### src/rtl/ps2_key_rx.sv
// ps2_key_rx: PS/2 keyboard receiver.
//   Synchronizes and deglitches the PS/2 clock, then frames 11-bit
//   transfers (start, 8 data LSB first, odd parity, stop). It also folds the
//   0xE0 (extended) and 0xF0 (break) prefixes into a single key event word.
// Ports:
//   clk_sys    system clock, rising edge
//   RESET      asynchronous active-high reset
//   ps2_clk    raw PS/2 clock (asynchronous)
//   ps2_data   raw PS/2 data (asynchronous)
//   ps2_key    [10] toggle, [9] pressed, [8] extended, [7:0] scan code
//   frame_err  one-cycle pulse when a frame is discarded
module ps2_key_rx #(
  parameter int unsigned FILTER_LEN = 8,
  parameter int unsigned TIMEOUT    = 60000
) (
  input  logic        clk_sys,
  input  logic        RESET,
  input  logic        ps2_clk,
  input  logic        ps2_data,
  output logic [10:0] ps2_key,
  output logic        frame_err
);

  localparam int unsigned FCW = (FILTER_LEN > 1) ? $clog2(FILTER_LEN) : 1;
  localparam int unsigned WDW = $clog2(TIMEOUT + 1);
  localparam logic [FCW-1:0] FILT_LAST = FCW'(FILTER_LEN - 1);
  localparam logic [WDW-1:0] WD_LIMIT  = WDW'(TIMEOUT);

  typedef enum logic [1:0] {
    IDLE   = 2'd0,
    DATA   = 2'd1,
    PARITY = 2'd2,
    STOP   = 2'd3
  } state_t;

  // Two-flop synchronizers; idle bus level is high.
  logic clk_s1, clk_s2, dat_s1, dat_s2;

  always_ff @(posedge clk_sys or posedge RESET) begin
    if (RESET) begin
      clk_s1 <= 1'b1;
      clk_s2 <= 1'b1;
      dat_s1 <= 1'b1;
      dat_s2 <= 1'b1;
    end else begin
      clk_s1 <= ps2_clk;
      clk_s2 <= clk_s1;
      dat_s1 <= ps2_data;
      dat_s2 <= dat_s1;
    end
  end

  // Clock filter: flip only after FILTER_LEN consecutive differing samples.
  logic           clk_filt;
  logic           clk_filt_prev;
  logic [FCW-1:0] filt_cnt;

  always_ff @(posedge clk_sys or posedge RESET) begin
    if (RESET) begin
      clk_filt      <= 1'b1;
      clk_filt_prev <= 1'b1;
      filt_cnt      <= '0;
    end else begin
      clk_filt_prev <= clk_filt;
      if (clk_s2 != clk_filt) begin
        if (filt_cnt == FILT_LAST) begin
          clk_filt <= clk_s2;
          filt_cnt <= '0;
        end else begin
          filt_cnt <= filt_cnt + FCW'(1);
        end
      end else begin
        filt_cnt <= '0;
      end
    end
  end

  // Single-cycle strobe on the filtered 1->0 transition.
  logic strobe_c;
  assign strobe_c = clk_filt_prev & ~clk_filt;

  // Frame FSM state.
  state_t         state, state_next;
  logic [2:0]     bit_cnt, bit_cnt_next;
  logic [7:0]     shift, shift_next;
  logic           par, par_next;
  logic [WDW-1:0] wd, wd_next;
  logic           byte_ok_c;
  logic           err_c;

  always_ff @(posedge clk_sys or posedge RESET) begin
    if (RESET) begin
      state   <= IDLE;
      bit_cnt <= '0;
      shift   <= '0;
      par     <= 1'b0;
      wd      <= '0;
    end else begin
      state   <= state_next;
      bit_cnt <= bit_cnt_next;
      shift   <= shift_next;
      par     <= par_next;
      wd      <= wd_next;
    end
  end

  // Next-state logic; a strobe takes priority over the watchdog expiring.
  always_comb begin
    state_next   = state;
    bit_cnt_next = bit_cnt;
    shift_next   = shift;
    par_next     = par;
    wd_next      = '0;
    byte_ok_c    = 1'b0;
    err_c        = 1'b0;

    if (strobe_c) begin
      case (state)
        IDLE: begin
          if (!dat_s2) begin
            state_next   = DATA;
            bit_cnt_next = '0;
          end
        end
        DATA: begin
          shift_next = {dat_s2, shift[7:1]};
          if (bit_cnt == 3'd7) begin
            state_next   = PARITY;
            bit_cnt_next = '0;
          end else begin
            bit_cnt_next = bit_cnt + 3'd1;
          end
        end
        PARITY: begin
          par_next   = dat_s2;
          state_next = STOP;
        end
        STOP: begin
          state_next   = IDLE;
          bit_cnt_next = '0;
          if ((^{shift, par}) && dat_s2) begin
            byte_ok_c = 1'b1;
          end else begin
            err_c = 1'b1;
          end
        end
        default: state_next = IDLE;
      endcase
    end else if (state != IDLE) begin
      if (wd == WD_LIMIT) begin
        state_next   = IDLE;
        bit_cnt_next = '0;
        shift_next   = '0;
        par_next     = 1'b0;
        err_c        = 1'b1;
      end else begin
        wd_next = wd + WDW'(1);
      end
    end
  end

  // Byte decode: prefixes, ignored protocol bytes and key events.
  logic ext_flag, brk_flag;

  always_ff @(posedge clk_sys or posedge RESET) begin
    if (RESET) begin
      ps2_key   <= '0;
      frame_err <= 1'b0;
      ext_flag  <= 1'b0;
      brk_flag  <= 1'b0;
    end else begin
      frame_err <= err_c;
      if (byte_ok_c) begin
        case (shift)
          8'hE0: ext_flag <= 1'b1;
          8'hF0: brk_flag <= 1'b1;
          8'hE1: ;
          8'hFA, 8'hAA, 8'hEE, 8'hFE, 8'h00, 8'hFF: begin
            ext_flag <= 1'b0;
            brk_flag <= 1'b0;
          end
          default: begin
            ps2_key  <= {~ps2_key[10], ~brk_flag, ext_flag, shift};
            ext_flag <= 1'b0;
            brk_flag <= 1'b0;
          end
        endcase
      end
    end
  end

endmodule

### config.mk
export PLATFORM = sky130hd
export DESIGN_NAME = ps2_key_rx
export DESIGN_NICKNAME = d
export VERILOG_FILES = /design/src/rtl/ps2_key_rx.sv
export SDC_FILE = /design/constraint.sdc
export NUM_CORES = 1
export LEC_CHECK = 0
export ABC_AREA = 1
export CAP_MARGIN = 20
export CORE_MARGIN = 4
export CORE_UTILIZATION = 44
export CTS_BUF_LIST = sky130_fd_sc_hd__clkbuf_16
export DETAILED_ROUTE_END_ITERATION = 8
export GPL_ROUTABILITY_DRIVEN = 0
export MAX_ROUTING_LAYER = met4
export PLACE_DENSITY = 0.61
export SLEW_MARGIN = 20
export SYNTH_ARGS = -nofsm -noshare
export SYNTH_HDL_FRONTEND = slang
export SYNTH_SLANG_ARGS = --single-unit
### constraint.sdc
create_clock -name clk_sys -period 4.2 [get_ports clk_sys]
set_input_delay 0.63 -clock clk_sys [delete_from_list [all_inputs] [get_ports clk_sys]]
set_output_delay 0.63 -clock clk_sys [all_outputs]
set_load 0.05 [all_outputs]
# --- Word-level counts from Yosys, hierarchy flattened ---
# Index checks and enable logic that the tools add are counted.
totals:
  reg_bits: 53
  wordCells: 99
classes:
  add_sub_neg: 3
  eq_ne: 20
  n_mux: 35
  bitwise: 7
  n_reduce_logical: 18
ops:
  columns: ["op", "count"]
  rows:
  - ["== test 8 bit (second input constant)", 8]
  - ["2-to-1 mux 16 bit", 3]
  - ["2-to-1 mux 8 bit", 4]
  - ["2-to-1 mux 3 bit", 7]
  - ["adder 16 x 1 -> 16 bit (second input constant)", 1]
  - ["== test 16 bit (second input constant)", 1]
  - ["2-to-1 mux 1 bit", 12]
  - ["2-to-1 mux 2 bit", 5]
  - ["one-hot mux 3 bit (3 select lines)", 1]
  - ["OR reduction 9 bit", 1]
  - ["parity 9 bit", 1]
  - ["logical NOT 8 bit", 1]
  - ["one-hot mux 2 bit (4 select lines)", 1]
  - ["AND reduction 2 bit", 4]
  - ["AND reduction 4 bit", 2]
  - ["adder 3 x 1 -> 3 bit (second input constant)", 2]
  - ["== test 3 bit (second input constant)", 2]
  - ["inequality test 3 bit (second input constant)", 2]
  - ["NOT 1 bit", 6]
  - ["AND reduction 3 bit", 2]
  - ["nonzero test 2 bit", 3]
  - ["== test 2 bit (second input constant)", 2]
  - ["inequality test 2 x 1 -> 1 bit (second input constant)", 2]
  - ["inequality test 4 x 1 -> 1 bit (second input constant)", 1]
  - ["7 further kinds", 9]

# --- Longest topological paths before layout ---
# Gate-level depths: netlist (run 1).
depth:
  depth_word: 6
  mapped_depth: 13
  mapped_depth_nobuf: 12

# --- Worst setup path before layout (run 1) ---
# OpenSTA, ideal clock, no wires.
synth_path:
  path_type: "register -> register"
  from: "reg wd[0]"
  to: "reg wd[12]"
  arrival_ns: 1.440
  t_required_ns: 4.081
  path_slack_ns: 2.641
  path_stages_with_launch: 10
  synth_period_minus_slack_ns: 1.559
  path_cell_list: "dfrtp_1 ha_1 nand3_1 nor2_1 inv_1 nor4_2 nand2_1 nor2_1 nor2_1 o21a_1"
synth_between:
  elab_chain_len: 4
  word_cells_on_any_way: 5
  cone_classes: "1 x add/sub; 1 x eq/ne; 3 x mux"
synth_lines:
  columns: ["element", "line_no", "source"]
  rows:
  - ["start: declaration", "87", "logic [WDW-1:0] wd, wd_next;"]
  - ["start signal: assignment", "103", "wd <= wd_next;"]
  - ["adder 16 x 1 -> 16 bit / == test 16 bit (equally long branches)", "157, 150", null]
  - ["2-to-1 mux 16 bit *", "150", "if (wd == WD_LIMIT) begin"]
  - ["2-to-1 mux 16 bit *", "149", "end else if (state != IDLE) begin"]
  - ["2-to-1 mux 16 bit *", "117", "if (strobe_c) begin"]
  - ["named net wd_next[12]", "87", null]
# The timed path passes the listed nets; every way through them passes the cells marked *.
# A chain may end at the register's enable or synchronous reset.

# --- Final worst setup path (run 1) ---
layout_path:
  from: "reg shift[5]"
  to: "reg ps2_key[9]"
layout_between:
  elab_chain_len: 6
  word_cells_on_any_way: 17
  cone_classes: "8 x eq/ne; 3 x mux; 1 x bitwise; 5 x reduce/logical"
layout_lines:
  columns: ["element", "line_no", "source"]
  rows:
  - ["start: declaration", "85", "logic [7:0] shift, shift_next;"]
  - ["start signal: assignment", "101", "shift <= shift_next;"]
  - ["parity 9 bit", "141", "if ((^{shift, par}) && dat_s2) begin"]
  - ["logical AND 1 bit", "141", null]
  - ["2-to-1 mux 1 bit", "141", null]
  - ["2-to-1 mux 1 bit", "118", "case (state)"]
  - ["2-to-1 mux 1 bit", "117", null]
  - ["AND reduction 2 bit (no source line) *", null, null]
  - ["end signal: assignment", "183", "ps2_key <= {~ps2_key[10], ~brk_flag, ext_flag, shift};"]
  - ["end: declaration", "20", "output logic [10:0] ps2_key,"]
# Every way passes the cells marked *; elsewhere a longest branch is shown, timed or not.

==> run_results.csv, run 1 <==
group,metric,value,unit
die,die_h,86.57,um
worst_setup_path,path_cells,"nand2_1, nor3_1, nand3_1, nand4_1, nor2_1, nand4_2, nand2_1, nand2_1",
route,firstDrtPassIters,4,
global_routing,grt_overflow_total,0,
pwr,p_leak,1.467,nW
final_layout,drive_above_1_share,0.1080,
place,pre_cts_ws,1.942,ns
synthesis,ys_ff_latch,53,
worst_setup_path,critPathCaptureType,"flop",
clocking,cts_hold_buf,0,
route,drt-total-wl,5391,um
place,post-dp-hpwl,4060,um
global_routing,grt_pass1_vias,2016,
clocking,postCtsSetupBuffers,0,
timing,skew,0.009261,ns
final_layout,nFillCells,585,
worst_setup_path,cpMostUsedCell,"nand2_1",
route,vias,2130,
clocking,cts.repair.resized,0,
synthesis,synth_area,2716,um^2
place,portBuffers,15,
worst_setup_path,cp-start-kind,"flop",
clocking,clk_pin_slew,0.07,ns
worst_setup_path,crit_type,"flop to flop",
run_status,status,"complete, no violations",
place,dp.cells,419,
die,start_util,0.4561,
synthesis,synth_cell_types,30,
timing,fmax,0.4419,GHz
global_routing,track_usage,0.1636,
worst_hold_path,hold_path_class,"flop to flop",
timing,tightest_slew,0.7287,ns
route,drc,0,
die,ios,16,
synthesis,syn-num-nets,347,
final_layout,nets,365,
synthesis,syn_area_per_cell,8.157,um^2
worst_setup_path,max_stage_delay,0.57,ns
route,drt_iter0_markers,178,
clocking,htreeDepth,2,
worst_setup_path,crit_required,4.38,ns
synthesis,yosysWarnings,0,
die,row_count,28,
worst_setup_path,cp_max_fo,12,
die,dieArea,7494,um^2
final_layout,syn_to_final_growth,13.82,%
timing,rsz0062_at_grt,"false",
pwr,power_density,331.6,nW/um^2
timing,relSlewSlack,0.5124,
global_routing,antenna_found_initial,0,
clocking,clk_latency,0.29,ns
final_layout,finalInstanceArea,3092,um^2
timing,post-route-period-util,0.5388,
route,routed_via_density,4.988,
final_layout,antenna_cells,0,
worst_setup_path,crit_family,"simple AND/OR/NAND/NOR gates",
timing,tns,0,ns
timing,slew_violations,0,
worst_setup_path,crit_slowest_cell,"nor2_1",
clocking,cts_tree,"built",
final_layout,final_cell_count_no_fill,427,
clocking,cts.sink_count,53,
pwr,finalPower,1.025,mW
timing,period_minus_slack,2.263,ns
timing,hold_viol_final,0,
place,post_dp_cell_area,2949,um^2
route,antenna_left,0,
clocking,cts_inserted_buffers,5,
clocking,clk_path_buf_depth,2,
worst_setup_path,path_buf_inv,0,
timing,fin_ws,1.937,ns
die,die_w,86.57,um
route,detail_route.wl_per_cell,12.63,um
global_routing,grt_pass1_wl,9390,um
clocking,clockRootBuffer,"clkbuf_16",
global_routing,grt_max_degree,29,
run,drv_cap,0,
pwr,max-vdd-ir-drop,0.0001946,V
synthesis,netlist_instances,333,
worst_setup_path,arrival,2.45,ns
die,core,5956,um^2
timing,final-setup-viol-count,0,
synthesis,ys_seq_area_frac,0.4910,
## worst reg2reg max path, cell delays in order (launching register included)
cell and delay (ns):
dfrtp_1 0.45, nand2_1 0.19, nor3_1 0.07, nand3_1 0.13, nand4_1 0.09, nor2_1 0.57, nand4_2 0.43, nand2_1 0.17
nand2_1 0.07
## layout make-up
type,instances,area [um^2],area share
flip-flops and latches,53,1334,0.4314
multi-input cells,225,1164,0.3764
inverters,50,187.7,0.06070
repair buffers,16,170.2,0.05504
clock buffers,5,125.1,0.04047
well taps,75,93.84,0.03035
clock inverters,3,17.52,0.005666
## power by group
part | switching [mW] | internal (mW) | total (mW)
Sequential | 0.0114 | 0.539 | 0.551
Clock | 0.182 | 0.219 | 0.401
Combinational | 0.0499 | 0.0240 | 0.0739
Total | 0.243 | 0.782 | 1.03
## flip-flops by register name (all words and copies together) (netlist names)
name and count:
bit_cnt 3, brk_flag 1, clk_filt 1, clk_filt_prev 1, clk_s1 1, clk_s2 1
dat_s1 1, dat_s2 1, ext_flag 1, filt_cnt 3, frame_err 1, par 1
ps2_key 11, shift 8, state 2, wd 16
## synthesized netlist by cell type (all sizes together)
cell type  instances  area [um^2]
nor2              41        166.4
o21a               1        7.510
nand3             16        85.08
a31oi              1        6.260
xnor2              2        17.52
nor3b              1        7.510
ha                10        125.1
o21ai             15        75.07
nor4               3        25.02
nand2             84        330.3
dfstp              6        157.7
a21oi              9        56.31
and3               1        6.260
inv               49        183.9
nor3              11        55.05
dfrtp             47         1176
clkinv             1        3.750
o22ai              7        43.79
buf                5        31.28
or2                2        12.51
nand4             21        143.9
## layout by cell type, fill, tap and decap left out, types with 2 or more instances in the layout
cell | Yosys | layout
a21oi_1 | 8 | 8
clkbuf_16 | 0 | 5
clkdlybuf4s50_1 | 0 | 15
clkinv_2 | 0 | 2
dfrtp_1 | 47 | 47
dfstp_2 | 6 | 6
ha_1 | 10 | 10
inv_1 | 45 | 44
inv_2 | 4 | 5
nand2_1 | 78 | 78
nand2_2 | 6 | 6
nand3_1 | 15 | 15
nand4_1 | 19 | 19
nand4_2 | 2 | 2
nor2_1 | 36 | 36
nor2_2 | 5 | 5
nor3_1 | 11 | 11
nor4_1 | 2 | 2
o21ai_0 | 13 | 13
o21ai_1 | 2 | 2
o22ai_1 | 7 | 7
or2_2 | 2 | 2
xnor2_1 | 2 | 2
## metrics by stage
step,hold slack (ns),util
floorplan,0.3452,-
global placement,0.3456,0.4918
detailed placement,0.3469,0.4952
CTS,0.3564,0.5191
global route,0.3583,0.5191
finish,0.3559,0.5191
## logic make-up (layout without fill, tap and decap cells)
| kind of cell | after synthesis | count (layout) | share of synthesized area |
|---|---|---|---|
| flip-flops | 53 | 53 | 0.4910 |
| adder cells (fa/ha/maj) | 10 | 10 | 0.04606 |
| buffers and inverters | 55 | 74 | 0.08060 |
| XOR/XNOR | 2 | 2 | 0.006450 |
| AND/OR/NAND/NOR | 180 | 180 | 0.3063 |
| AO/OA/AOI/OAI | 33 | 33 | 0.06956 |
## path summary, 6_finish.rpt
kind                       startpoint    endpoint  slack (ns)  cells after the start
max                          shift[5]  ps2_key[9]        1.94                      8
min                            dat_s1      dat_s2        0.36                      0
max reg2reg                  shift[5]  ps2_key[9]        1.94                      8
min reg2reg                    dat_s1      dat_s2        0.36                      0
max in group asynchronous       RESET      dat_s2        2.87                      3
min in group asynchronous       RESET   frame_err        0.71                      2
## per-layer routing
metal,share of wire,vias to the layer above,track usage,wire [um]
li1,-,1112,-,-
met1,0.49,978,0.2190,2630
met2,0.46,34,0.2503,2506
met3,0.035,6,0.03137,188
met4,0.012,0,0.05524,64
met5,0,-,-,0
(Power assumes the default switching activity.)
==> run 2: changes to the inputs <==
- clock period: 4.2 -> 2.2 ns (I/O delays scaled with it)
==> run_results.csv, run 2 (synthesis results as in run 1) <==
group,metric,value,unit
final_layout,mostFrequentLayoutCell,"nand2_1",
run,drv_cap,0,
route,drt-total-wl,5391,um
global_routing,grt_pass1_wl,9439,um
global_routing,grt_pass1_vias,2095,
worst_setup_path,cp_max_fo,14,
die,core,5956,um^2
die,start_util,0.4561,
timing,relSlewSlack,0.6616,
route,firstDrtPassIters,4,
global_routing,grt_max_degree,46,
route,drc,0,
global_routing,grt_overflow_total,0,
clocking,clk_latency,0.29,ns
die,row_count,28,
pwr,p_leak,1.492,nW
worst_setup_path,cpMostUsedCell,"nand2_1",
worst_setup_path,arrival,2.06,ns
final_layout,final_cell_mix,"nand2_1, dfrtp_1, inv_1, nor2_1, nand4_1",
final_layout,syn_to_final_growth,15.20,%
worst_setup_path,crit_type,"flop to flop",
route,drt_iter0_markers,163,
die,die_h,86.57,um
die,die_w,86.57,um
timing,hold_viol_final,0,
worst_setup_path,crit_slowest_cell,"dfrtp_1",
pwr,max-vdd-ir-drop,0.0003897,V
die,ios,16,
worst_setup_path,crit_required,2.43,ns
final_layout,final_cell_count_no_fill,432,
clocking,clockRootBuffer,"clkbuf_16",
place,portBuffers,15,
final_layout,finalInstanceArea,3129,um^2
final_layout,nets,370,
route,routed_via_density,5.007,
global_routing,antenna_found_initial,0,
clocking,htreeDepth,2,
worst_hold_path,hold_path_class,"input pin to async pin",
timing,post-route-period-util,0.8339,
timing,final-setup-viol-count,0,
timing,period_minus_slack,1.834,ns
place,post-dp-hpwl,3998,um
die,dieArea,7494,um^2
route,detail_route.wl_per_cell,12.48,um
timing,fmax,0.5451,GHz
clocking,cts_hold_buf,0,
route,antenna_left,0,
clocking,cts.repair.resized,0,
worst_setup_path,cp-start-kind,"flop",
final_layout,reg_top3,"wd (16), ps2_key (11), shift (8)",
worst_setup_path,path_cells,"nand2_1, inv_2, nor2_1, nand2_1, nand2_2, nand3_2, a21oi_4, nand4_1, nand2_1",
timing,tightest_slew,0.5060,ns
timing,rsz0062_at_grt,"false",
clocking,cts.sink_count,53,
place,post_dp_cell_area,2987,um^2
final_layout,nFillCells,560,
place,dp.cells,424,
global_routing,track_usage,0.1629,
worst_setup_path,critPathCaptureType,"flop",
final_layout,top_register,"wd",
clocking,postCtsSetupBuffers,0,
final_layout,drive_above_1_share,0.1204,
final_layout,antenna_cells,0,
worst_setup_path,max_stage_delay,0.45,ns
run_status,status,"complete, no violations",
timing,skew,0.005851,ns
timing,slew_violations,0,
worst_setup_path,ff2ff_setup_slack,0.37,ns
route,vias,2163,
clocking,clk_path_buf_depth,2,
pwr,power_density,622.8,nW/um^2
timing,tns,0,ns
clocking,cts_inserted_buffers,5,
clocking,clk_pin_slew,0.07,ns
clocking,cts_tree,"built",
final_layout,largest_reg_flops,16,
## run 2: worst paths after layout
| path | start | end | cells past startpoint |
|---|---|---|---|
| min in group clk_sys | clk_s1 | clk_s2 | 0 |
| max in group asynchronous | RESET | dat_s2 | 3 |
| hold reg to reg | clk_s1 | clk_s2 | 0 |
| hold / removal | RESET | wd[15] | 2 |
| setup reg to reg | shift[5] | ps2_key[0] | 9 |
| setup / recovery | shift[5] | ps2_key[0] | 9 |
## run 2: layout make-up
type,instances,area (um^2),area share
Inverter,50,187.7,0.05998
Sequential cell,53,1334,0.4262
Clock inverter,3,17.52,0.005598
Clock buffer,5,125.1,0.03998
Timing Repair Buffer,21,207.7,0.06637
Multi-Input combinational cell,225,1164,0.3719
Tap cell,75,93.84,0.02999
## run 2: per-stage QoR
step / total power [mW] / hold WS [ns] / utilization / setup WS, ns
floorplan: 1.171 / 0.3345 / - / 0.5937
global placement: 1.213 / 0.3465 / 0.5015 / 0.4259
detailed placement: 1.215 / 0.3487 / 0.5015 / 0.4146
CTS: 1.980 / 0.2750 / 0.5254 / 0.3715
global route: 2.052 / 0.3032 / 0.5254 / 0.2012
finish: 1.949 / 0.2754 / 0.5254 / 0.3655
## run 2: power breakdown
group / internal (mW) / switching [mW]
clock: 0.418 / 0.339
combinational: 0.0464 / 0.0952
sequential: 1.03 / 0.0210
total: 1.49 / 0.456
## run 2: critical path, delay by kind of cell, from the launching register on
kind / cells / cell delay (ns)
AO/OA/AOI/OAI: 1 / 0.36
buffers and inverters: 1 / 0.07
flip-flops: 1 / 0.45
AND/OR/NAND/NOR: 7 / 0.89
## run 2: routing by layer
layer,track usage,share of wire
met3,0.03137,0.027
met2,0.2566,0.47
met1,0.2089,0.49
met4,0.06091,0.013
met5,-,0
==> run 3: changes to the inputs <==
- clock period: 2.2 -> 1.9 ns (I/O delays scaled with it)
==> run_results.csv, run 3 (synthesis results as in run 1) <==
group,metric,value,unit
die,ios,16,
final_layout,mostFrequentLayoutCell,"nand2_1",
worst_setup_path,path_buf_inv,1,
clocking,cts.repair.resized,0,
clocking,postCtsSetupBuffers,0,
pwr,max-vdd-ir-drop,0.0003797,V
worst_setup_path,max_stage_delay,0.81,ns
worst_setup_path,critPathCaptureType,"output port",
pwr,p_leak,1.538,nW
route,route.met2.wl,2373,um
timing,final-setup-viol-count,0,
worst_setup_path,crit_required,1.62,ns
clocking,cts_hold_buf,0,
final_layout,nFillCells,558,
clocking,clk_latency,0.29,ns
clocking,cts_tree,"built",
clocking,clk_pin_slew,0.07,ns
final_layout,final_cell_mix,"nand2_1, dfrtp_1, inv_1, nor2_1, nand4_1",
die,die_w,86.57,um
route,firstDrtPassIters,4,
route,top_layer_used,"met4",
final_layout,syn_to_final_growth,17.69,%
final_layout,multi_input_area,1184,um^2
global_routing,grt_pass1_vias,2138,
route,drt-total-wl,5276,um
final_layout,drive_above_1_share,0.1226,
worst_setup_path,crit_type,"flop to output port",
clocking,clockRootBuffer,"clkbuf_16",
timing,slew_violations,0,
route,antenna_left,0,
place,portBuffers,15,
worst_hold_path,hold_path_class,"input pin to async pin",
clocking,htreeDepth,2,
route,met3_length,156,um
timing,fmax,0.5697,GHz
route,drc,0,
route,detail_route.wl_per_cell,12.16,um
timing,tightest_slew,0.4939,ns
run_status,status,"complete, no violations",
final_layout,top_register,"wd",
final_layout,antenna_cells,0,
route,vias,2137,
timing,tns,0,ns
worst_setup_path,crit_family,"buffers and inverters",
pwr,power_density,745.0,nW/um^2
die,row_count,28,
route,met1Wirelength,2688,um
route,routed_via_density,4.924,
place,post-dp-hpwl,3928,um
global_routing,antenna_found_initial,0,
worst_setup_path,path_cells,"clkdlybuf4s50_1",
timing,skew,0.005184,ns
die,core,5956,um^2
final_layout,nets,372,
route,drt_iter0_markers,142,
global_routing,grt_max_degree,54,
clocking,cts_inserted_buffers,5,
worst_setup_path,cp-start-kind,"flop",
clocking,clk_path_buf_depth,2,
die,die_h,86.57,um
timing,post-route-period-util,0.9239,
timing,period_minus_slack,1.755,ns
global_routing,grt_overflow_total,0,
timing,relSlewSlack,0.6697,
die,start_util,0.4561,
run,drv_cap,0,
final_layout,final-seq-area,1334,um^2
timing,worst_hold_slack,0.3575,ns
global_routing,grt_pass1_wl,9618,um
worst_setup_path,arrival,1.47,ns
worst_setup_path,cp_max_fo,3,
clocking,cts.sink_count,53,
die,dieArea,7494,um^2
final_layout,largest_reg_flops,16,
worst_setup_path,crit_slowest_cell,"clkdlybuf4s50_1",
global_routing,track_usage,0.1637,
timing,rsz0062_at_grt,"false",
timing,hold_viol_final,0,
final_layout,reg_top3,"wd (16), ps2_key (11), shift (8)",
[run 3: per-layer routing]
| metal | track usage | up-vias |
|---|---|---|
| li1 | - | 1130 |
| met1 | 0.2278 | 975 |
| met2 | 0.2462 | 26 |
| met3 | 0.03042 | 6 |
| met4 | 0.04533 | 0 |
| met5 | - | - |
[run 3: area by class of cell]
type                    instances  share of cell area
clock buffers                   5             0.03914
repair buffers                 23             0.07358
clock inverters                 3             0.01174
flip-flops and latches         53              0.4172
inverters                      50             0.05871
well taps                      75             0.02935
multi-input cells             225              0.3703
[run 3: per-stage QoR]
step             util  worst slack [ns]  instances  cell area [um^2]  total power, mW
4_1_cts        0.5334            0.1222        434              3177            2.421
6_report       0.5368            0.1446        434              3197            2.382
5_1_grt        0.5368           0.01146        434              3197            2.495
3_5_place_dp   0.5061            0.1187        426              3014            1.408
2_1_floorplan       -            0.3387        333              2716            1.356
3_3_place_gp   0.5061            0.1426        426              3014            1.405
[run 3: path summary, 6_finish.rpt]
check,startpoint,end,slack [ns],cells past startpoint
max,ps2_key[10],ps2_key[10],0.14,1
min,RESET,wd[14],0.36,3
max reg2reg,wd[11],wd[11],0.18,6
min reg2reg,clk_s1,clk_s2,0.36,0
max in group asynchronous,RESET,clk_filt,1.25,3
min in group clk_sys,clk_s1,clk_s2,0.36,0
[run 3: power breakdown]
group          leakage (nW)  internal [mW]  switching (mW)
clock network        0.0826          0.613           0.387
logic                 0.738         0.0546           0.111
registers             0.717           1.19          0.0248
